[src/rtl/hms_set_ctrl_pkg.sv]
// Shared types and constants for the hh/mm/ss time-keeping and set-mode controller.
package hms_set_ctrl_pkg;

  typedef enum logic [1:0] {
    ST_RUN    = 2'd0,
    ST_SET_HH = 2'd1,
    ST_SET_MM = 2'd2,
    ST_SET_SS = 2'd3
  } state_e;

  localparam logic [1:0] FS_NONE = 2'd0;
  localparam logic [1:0] FS_HH   = 2'd1;
  localparam logic [1:0] FS_MM   = 2'd2;
  localparam logic [1:0] FS_SS   = 2'd3;

  localparam int unsigned HH_MAX = 23;
  localparam int unsigned MS_MAX = 59;

  // Packs {pm, hh12} for a 24-hour value; midnight and noon both show as 12.
  function automatic logic [4:0] to_12h(input logic [4:0] h24);
    logic [3:0] h12;
    logic       pm;
    if (h24 == 5'd0) begin
      h12 = 4'd12;
      pm  = 1'b0;
    end else if (h24 < 5'd12) begin
      h12 = h24[3:0];
      pm  = 1'b0;
    end else if (h24 == 5'd12) begin
      h12 = 4'd12;
      pm  = 1'b1;
    end else begin
      h12 = 4'(h24 - 5'd12);
      pm  = 1'b1;
    end
    return {pm, h12};
  endfunction

endpackage

[src/rtl/hms_wrap_cnt.sv]
// Modulo-(MAX+1) counter. 'inc' is a local edit step that never carries out;
// 'carry_in' is a chained step that raises carry_out when it wraps.
module hms_wrap_cnt #(
  parameter int unsigned W   = 6,
  parameter int unsigned MAX = 59
) (
  input  logic         clk,
  input  logic         rst_n,
  input  logic         inc,
  input  logic         carry_in,
  output logic [W-1:0] value,
  output logic         carry_out
);

  logic [W-1:0] value_q, value_d;
  logic         wrap;

  assign wrap      = (value_q == W'(MAX));
  assign carry_out = carry_in && wrap;
  assign value     = value_q;

  // Next count: step on either request, wrapping to zero at MAX.
  always_comb begin
    value_d = value_q;
    if (inc || carry_in) begin
      if (wrap) begin
        value_d = {W{1'b0}};
      end else begin
        value_d = value_q + W'(1'b1);
      end
    end else begin
      value_d = value_q;
    end
  end

  // Count register.
  always_ff @(posedge clk or negedge rst_n) begin
    if (!rst_n) begin
      value_q <= {W{1'b0}};
    end else begin
      value_q <= value_d;
    end
  end

endmodule

[src/rtl/hms_set_ctrl.sv]
// HEX clock time-keeping / time-setting controller.
// Optional 12-hour outputs (hh12, pm) are built when HMS_SET_CTRL_12H_EN is defined.
module hms_set_ctrl
  import hms_set_ctrl_pkg::*;
#(
  parameter int unsigned BLINK_CYCLES  = 12500000,
  parameter int unsigned TIMEOUT_TICKS = 10
) (
  input  logic       clk,
  input  logic       rst_n,
  input  logic       tick_1hz,
  input  logic       key_mode,
  input  logic       key_next,
  input  logic       key_inc,
  output logic [4:0] hh,
  output logic [5:0] mm,
  output logic [5:0] ss,
  output logic       setting,
  output logic [1:0] field_sel,
  output logic       blank,
  output logic       day_carry
`ifdef HMS_SET_CTRL_12H_EN
  ,
  output logic [3:0] hh12,
  output logic       pm
`endif
);

  localparam int BW = (BLINK_CYCLES > 1) ? $clog2(BLINK_CYCLES) : 1;
  localparam int TW = $clog2(TIMEOUT_TICKS + 1);

  state_e        state_q, state_d;
  logic [BW-1:0] blink_q, blink_d;
  logic [TW-1:0] to_q, to_d;
  logic          blank_q, blank_d;
  logic          setting_q, setting_d;
  logic          day_carry_q;

  logic any_key, run_tick, edit;
  logic ss_carry, mm_carry, hh_carry;

  assign any_key  = key_mode || key_next || key_inc;
  // key_mode wins over a same-cycle tick and over the other keys.
  assign run_tick = (state_q == ST_RUN) && tick_1hz && !key_mode;
  assign edit     = key_inc && !key_mode;

  hms_wrap_cnt #(.W(6), .MAX(MS_MAX)) u_ss (
    .clk(clk), .rst_n(rst_n), .inc(edit && (state_q == ST_SET_SS)),
    .carry_in(run_tick), .value(ss), .carry_out(ss_carry)
  );

  hms_wrap_cnt #(.W(6), .MAX(MS_MAX)) u_mm (
    .clk(clk), .rst_n(rst_n), .inc(edit && (state_q == ST_SET_MM)),
    .carry_in(ss_carry), .value(mm), .carry_out(mm_carry)
  );

  hms_wrap_cnt #(.W(5), .MAX(HH_MAX)) u_hh (
    .clk(clk), .rst_n(rst_n), .inc(edit && (state_q == ST_SET_HH)),
    .carry_in(mm_carry), .value(hh), .carry_out(hh_carry)
  );

  // Mode FSM and key-inactivity timeout.
  always_comb begin
    state_d = state_q;
    to_d    = to_q;
    case (state_q)
      ST_RUN: begin
        to_d = {TW{1'b0}};
        if (key_mode) begin
          state_d = ST_SET_HH;
        end else begin
          state_d = ST_RUN;
        end
      end
      default: begin
        if (key_mode) begin
          state_d = ST_RUN;
        end else if (key_next) begin
          case (state_q)
            ST_SET_HH: state_d = ST_SET_MM;
            ST_SET_MM: state_d = ST_SET_SS;
            default:   state_d = ST_RUN;
          endcase
        end else if (tick_1hz && (to_q == TW'(TIMEOUT_TICKS - 1))) begin
          state_d = ST_RUN;
        end else begin
          state_d = state_q;
        end
        if (any_key || (state_d == ST_RUN)) begin
          to_d = {TW{1'b0}};
        end else if (tick_1hz) begin
          to_d = to_q + TW'(1'b1);
        end else begin
          to_d = to_q;
        end
      end
    endcase
    setting_d = (state_d != ST_RUN);
  end

  // Blink phase: restarts solid on any key or mode change so edits show at once.
  always_comb begin
    blink_d = blink_q;
    blank_d = blank_q;
    if ((state_q == ST_RUN) || any_key || (state_d != state_q)) begin
      blink_d = {BW{1'b0}};
      blank_d = 1'b0;
    end else if (blink_q == BW'(BLINK_CYCLES - 1)) begin
      blink_d = {BW{1'b0}};
      blank_d = ~blank_q;
    end else begin
      blink_d = blink_q + BW'(1'b1);
    end
  end

  // Control state registers.
  always_ff @(posedge clk or negedge rst_n) begin
    if (!rst_n) begin
      state_q     <= ST_RUN;
      to_q        <= {TW{1'b0}};
      blink_q     <= {BW{1'b0}};
      blank_q     <= 1'b0;
      setting_q   <= 1'b0;
      day_carry_q <= 1'b0;
    end else begin
      state_q     <= state_d;
      to_q        <= to_d;
      blink_q     <= blink_d;
      blank_q     <= blank_d;
      setting_q   <= setting_d;
      day_carry_q <= hh_carry;
    end
  end

  assign setting   = setting_q;
  assign field_sel = state_q;
  assign blank     = blank_q;
  assign day_carry = day_carry_q;

`ifdef HMS_SET_CTRL_12H_EN
  logic [3:0] hh12_q, hh12_d;
  logic       pm_q, pm_d;
  logic [4:0] hh_nx;
  logic       hh_step;

  assign hh_step = mm_carry || (edit && (state_q == ST_SET_HH));
  assign hh_nx   = (hh == 5'(HH_MAX)) ? 5'd0 : (hh + 5'd1);

  // 12-hour view tracks every hh step so it shares hh's latency.
  always_comb begin
    if (hh_step) begin
      {pm_d, hh12_d} = to_12h(hh_nx);
    end else begin
      {pm_d, hh12_d} = {pm_q, hh12_q};
    end
  end

  // 12-hour view registers.
  always_ff @(posedge clk or negedge rst_n) begin
    if (!rst_n) begin
      hh12_q <= 4'd12;
      pm_q   <= 1'b0;
    end else begin
      hh12_q <= hh12_d;
      pm_q   <= pm_d;
    end
  end

  assign hh12 = hh12_q;
  assign pm   = pm_q;
`endif

endmodule

[config.mk]
export PLATFORM = sky130hd
export DESIGN_NAME = hms_set_ctrl
export DESIGN_NICKNAME = d
export VERILOG_FILES = /design/src/rtl/hms_set_ctrl_pkg.sv /design/src/rtl/hms_wrap_cnt.sv /design/src/rtl/hms_set_ctrl.sv
export SDC_FILE = /design/constraint.sdc
export NUM_CORES = 1
export LEC_CHECK = 0
export BUFFER_PORTS_ARGS = -buffer_cell sky130_fd_sc_hd__buf_2
export CAP_MARGIN = 20
export CORE_MARGIN = 8
export CORE_UTILIZATION = 59
export DETAILED_ROUTE_END_ITERATION = 12
export GPL_ROUTABILITY_DRIVEN = 0
export PLACE_DENSITY = 0.78
export SLEW_MARGIN = 20
export SYNTH_ARGS = -nofsm -noshare
export SYNTH_HDL_FRONTEND = slang
export SYNTH_HIERARCHICAL = 1
export SYNTH_SLANG_ARGS = --single-unit
[constraint.sdc]
create_clock -name clk -period 2.5 [get_ports clk]
set_input_delay 0.25 -clock clk [delete_from_list [all_inputs] [get_ports clk]]
set_output_delay 0.25 -clock clk [all_outputs]
set_load 0.02 [all_outputs]
==> flow_summary_export.csv <==
group,metric,value,unit
setup_path,reg2reg_to,"u_hh/value[3]$_DFFE_PN0P_",
setup_path,crit_type,"reg2reg",
clock_network,cts_setup_buffers,0,
synthesis,synth_top_family_by_area,"simple AND/OR/NAND/NOR gates",
setup_path,end_kind,"register",
sta,finalCritPeriodShare,85.45,%
synthesis,synth_compound_gate_area_share,13.23,%
floorplanning,io_pins,28,
clock_network,ctsHoldBuffers,0,
grt,grt_pass1_wl,9.453,mm
setup_path,crit_buf_inv,1,
drt,first_pass_iters,4,
clock_network,cts_max_level,2,
setup_path,crit_end,"u_hh/value[3]$_DFFE_PN0P_",
sta,setup_viol,0,
floorplanning,start_util,61.93,%
worst_hold_path,hp-class,"in2async",
drt,wl_met2,2.565,mm
grt,track_usage,15.65,%
setup_path,rr_startpoint,"field_sel[1]$_DFF_PN0_",
clock_network,clkTransAtPathRegs,0.09,ns
synthesis,synth_top_area_cell,"dfrtp_1",
clock_network,cts_resized,0,
power,p_leak,1.264,nW
synthesis,ys_top_cells_by_area,"dfrtp_1, ha_1, nand3_1",
setup_path,crit_cells,8,
cells_and_area,fill_cells,343,
synthesis,synthCells,277,
drt,wire_per_inst,15.27,um
cells_and_area,fin_area,2993,um^2
setup_path,slowest_stage,"dfrtp_1",
drt,routed_wl,5.435,mm
setup_path,cpMostUsedCell,"and2_1",
synthesis,synth_area,2734,um^2
placed_design,port_buffers,27,
sta,finalSetupTns,0,ns
synthesis,syn_avg_cell_area,9.870,um^2
synthesis,muxShareOfSynthArea,2.197,%
drt,drtIter0Drc,61,
placed_design,dp_hpwl,3.875,mm
clock_network,cts_buffers,5,
run_status,status,"finished, final reports clean",
grt,grt_pass1_vias,2033,
synthesis,synth_edf_count,0,
clock_network,clockRootBuffer,"clkbuf_8",
cells_and_area,fin_util,67.80,%
floorplanning,row_count,24,
synthesis,ys_types,49,
floorplanning,dieWidth,84.07,um
sta,hold_violations,0,
cells_and_area,syn_to_final_growth,9.474,%
placed_design,place_area,2902,um^2
grt,globalRouteOverflowTotal,0,
sta,clock-skew-final,0.008821,ns
sta,fmax,468.1,MHz
drt,viasPerCell,6.087,
floorplanning,die_h,84.07,um
flow_run,cap_viol_max_count,0,
grt,antenna_found_initial,0,
cells_and_area,ff_latch_area,1251,um^2
setup_path,crit_path_start,"field_sel[1]$_DFF_PN0_",
clock_network,cts_tree,"built",
synthesis,yosysMostFrequentCell,"dfrtp_1",
sta,rsz0062_at_grt,"false",
floorplanning,core,4414,um^2
setup_path,path_delay_family,"simple AND/OR/NAND/NOR gates",
drt,vias,2167,
synthesis,synth-seq-cells,50,
grt,grt_max_degree,41,
sta,worstMarginPinSlew,0.8786,ns
synthesis,synth_warnings,6,
synthesis,ys_seq_area_share,45.77,%
synthesis,async_flop_share,100.0,%
synthesis,yosysTopAreaCellShare,45.77,%
sta,slew_headroom,41.43,%
synthesis,synth_commonest_cells,"dfrtp_1, nand3_1, nand2_1",
setup_path,worst_setup_path_start_kind,"register",
drt,wl_met1,2.555,mm
cells_and_area,multi_input_area,1401,um^2
sta,fin_crit,2.136,ns
setup_path,crit_arrival,2.33,ns
cells_and_area,antennaDiodeCount,0,
synthesis,syn_nets,293,
synthesis,synthSimpleGateAreaFrac,26.45,%
drt,post-route-drc-count,0,
clock_network,clock_latency,0.30,ns
setup_path,path_cells,"inv_1, ha_1, nand2_1, nor2_1, and2_1, and2_1, o2111ai_1, mux2_4",
sta,drv_slew,0,
floorplanning,die_area,7068,um^2
setup_path,slowest_delay,0.45,ns
clock_network,clock-sinks,50,
power,p_per_area,628.6,nW/um^2
drt,top_layer_used,"met4",
setup_path,path_max_fanout,7,
sta,whs,0.06812,ns
drt,ant_nets,0,
synthesis,synthAdderAreaFrac,4.577,%
drt,route.met3.wl,264,um
setup_path,rrSetupSlack,0.36,ns
setup_path,ff2ff_path_depth,8,
synthesis,synth_xor_area_share,4.805,%
cells_and_area,final_nets,319,
synthesis,synth_ff_type,"dfrtp_1",
setup_path,required,2.69,ns
cells_and_area,drive_above_1_share,16.45,%
clock_network,cts.path.max_buffers,2,
power,peakVddDrop,0.5351,mV
registers in the layout (all words and copies together), names as in the netlist:
signal	cells
blank	1
blink_q	24
day_carry	1
field_sel	2
setting	1
to_q	4
u_hh/value	5
u_mm/value	6
u_ss/value	6
layout make-up:
type | instances | share of cell area, %
multi-input cells | 209 | 46.82
flip-flops and latches | 50 | 41.81
repair buffers | 30 | 5.268
clock buffers | 7 | 2.885
well taps | 52 | 2.174
inverters | 7 | 0.8779
clock inverters | 1 | 0.1672
worst min path at each step:
stage,from,cells after the start,slack [ns],endpoint
after floorplan,rst_n,0,-0.05,blank$_DFFE_PN0P_
after global placement,rst_n,1,0.41,u_ss/value[1]$_DFFE_PN0P_
after global routing,rst_n,1,0.14,u_ss/value[3]$_DFFE_PN0P_
after CTS,rst_n,1,0.1,blink_q[7]$_DFF_PN0_
final,rst_n,1,0.07,u_ss/value[1]$_DFFE_PN0P_
after detailed placement,rst_n,1,0.42,u_ss/value[1]$_DFFE_PN0P_
power by group:
part           switching, mW  total [mW]  internal, mW
Clock                  0.259       0.483         0.224
Sequential            0.0900       0.975         0.885
Combinational          0.259       0.423         0.164
Total                  0.609        1.88          1.27
kinds of logic after synthesis:
logic type,after synthesis
AO/OA/AOI/OAI,52
multiplexers,5
adder cells (fa/ha/maj),10
XOR/XNOR,15
buffers and inverters,18
AND/OR/NAND/NOR,127
flip-flops,50
layer usage:
layer / up-vias / track usage [%]
li1: 1084 / -
met1: 1031 / 20.43
met2: 45 / 24.86
met3: 7 / 4.102
met4: 0 / 4.082
met5: - / 0
through the flow:
step	power, mW	std cells	setup slack, ns
after floorplan	1.259	277	0.4493
final	1.881	356	0.3637
after CTS	1.898	356	0.3855
after global routing	1.980	356	0.1694
after global placement	1.405	348	0.4519
after detailed placement	1.419	348	0.3856
cell usage in the layout, fill, tap and decap left out, drive strengths merged, types with 8 or more instances in the layout:
| master | n |
|---|---|
| nor3 | 14 |
| ha | 10 |
| o21ai | 16 |
| o31ai | 8 |
| nand4 | 11 |
| nand3 | 22 |
| nor2 | 15 |
| or3 | 10 |
| nand2 | 22 |
| dfrtp | 50 |
| a211oi | 12 |
| buf | 30 |
| xor2 | 12 |
| and2 | 8 |
(Power assumes the default switching activity.)
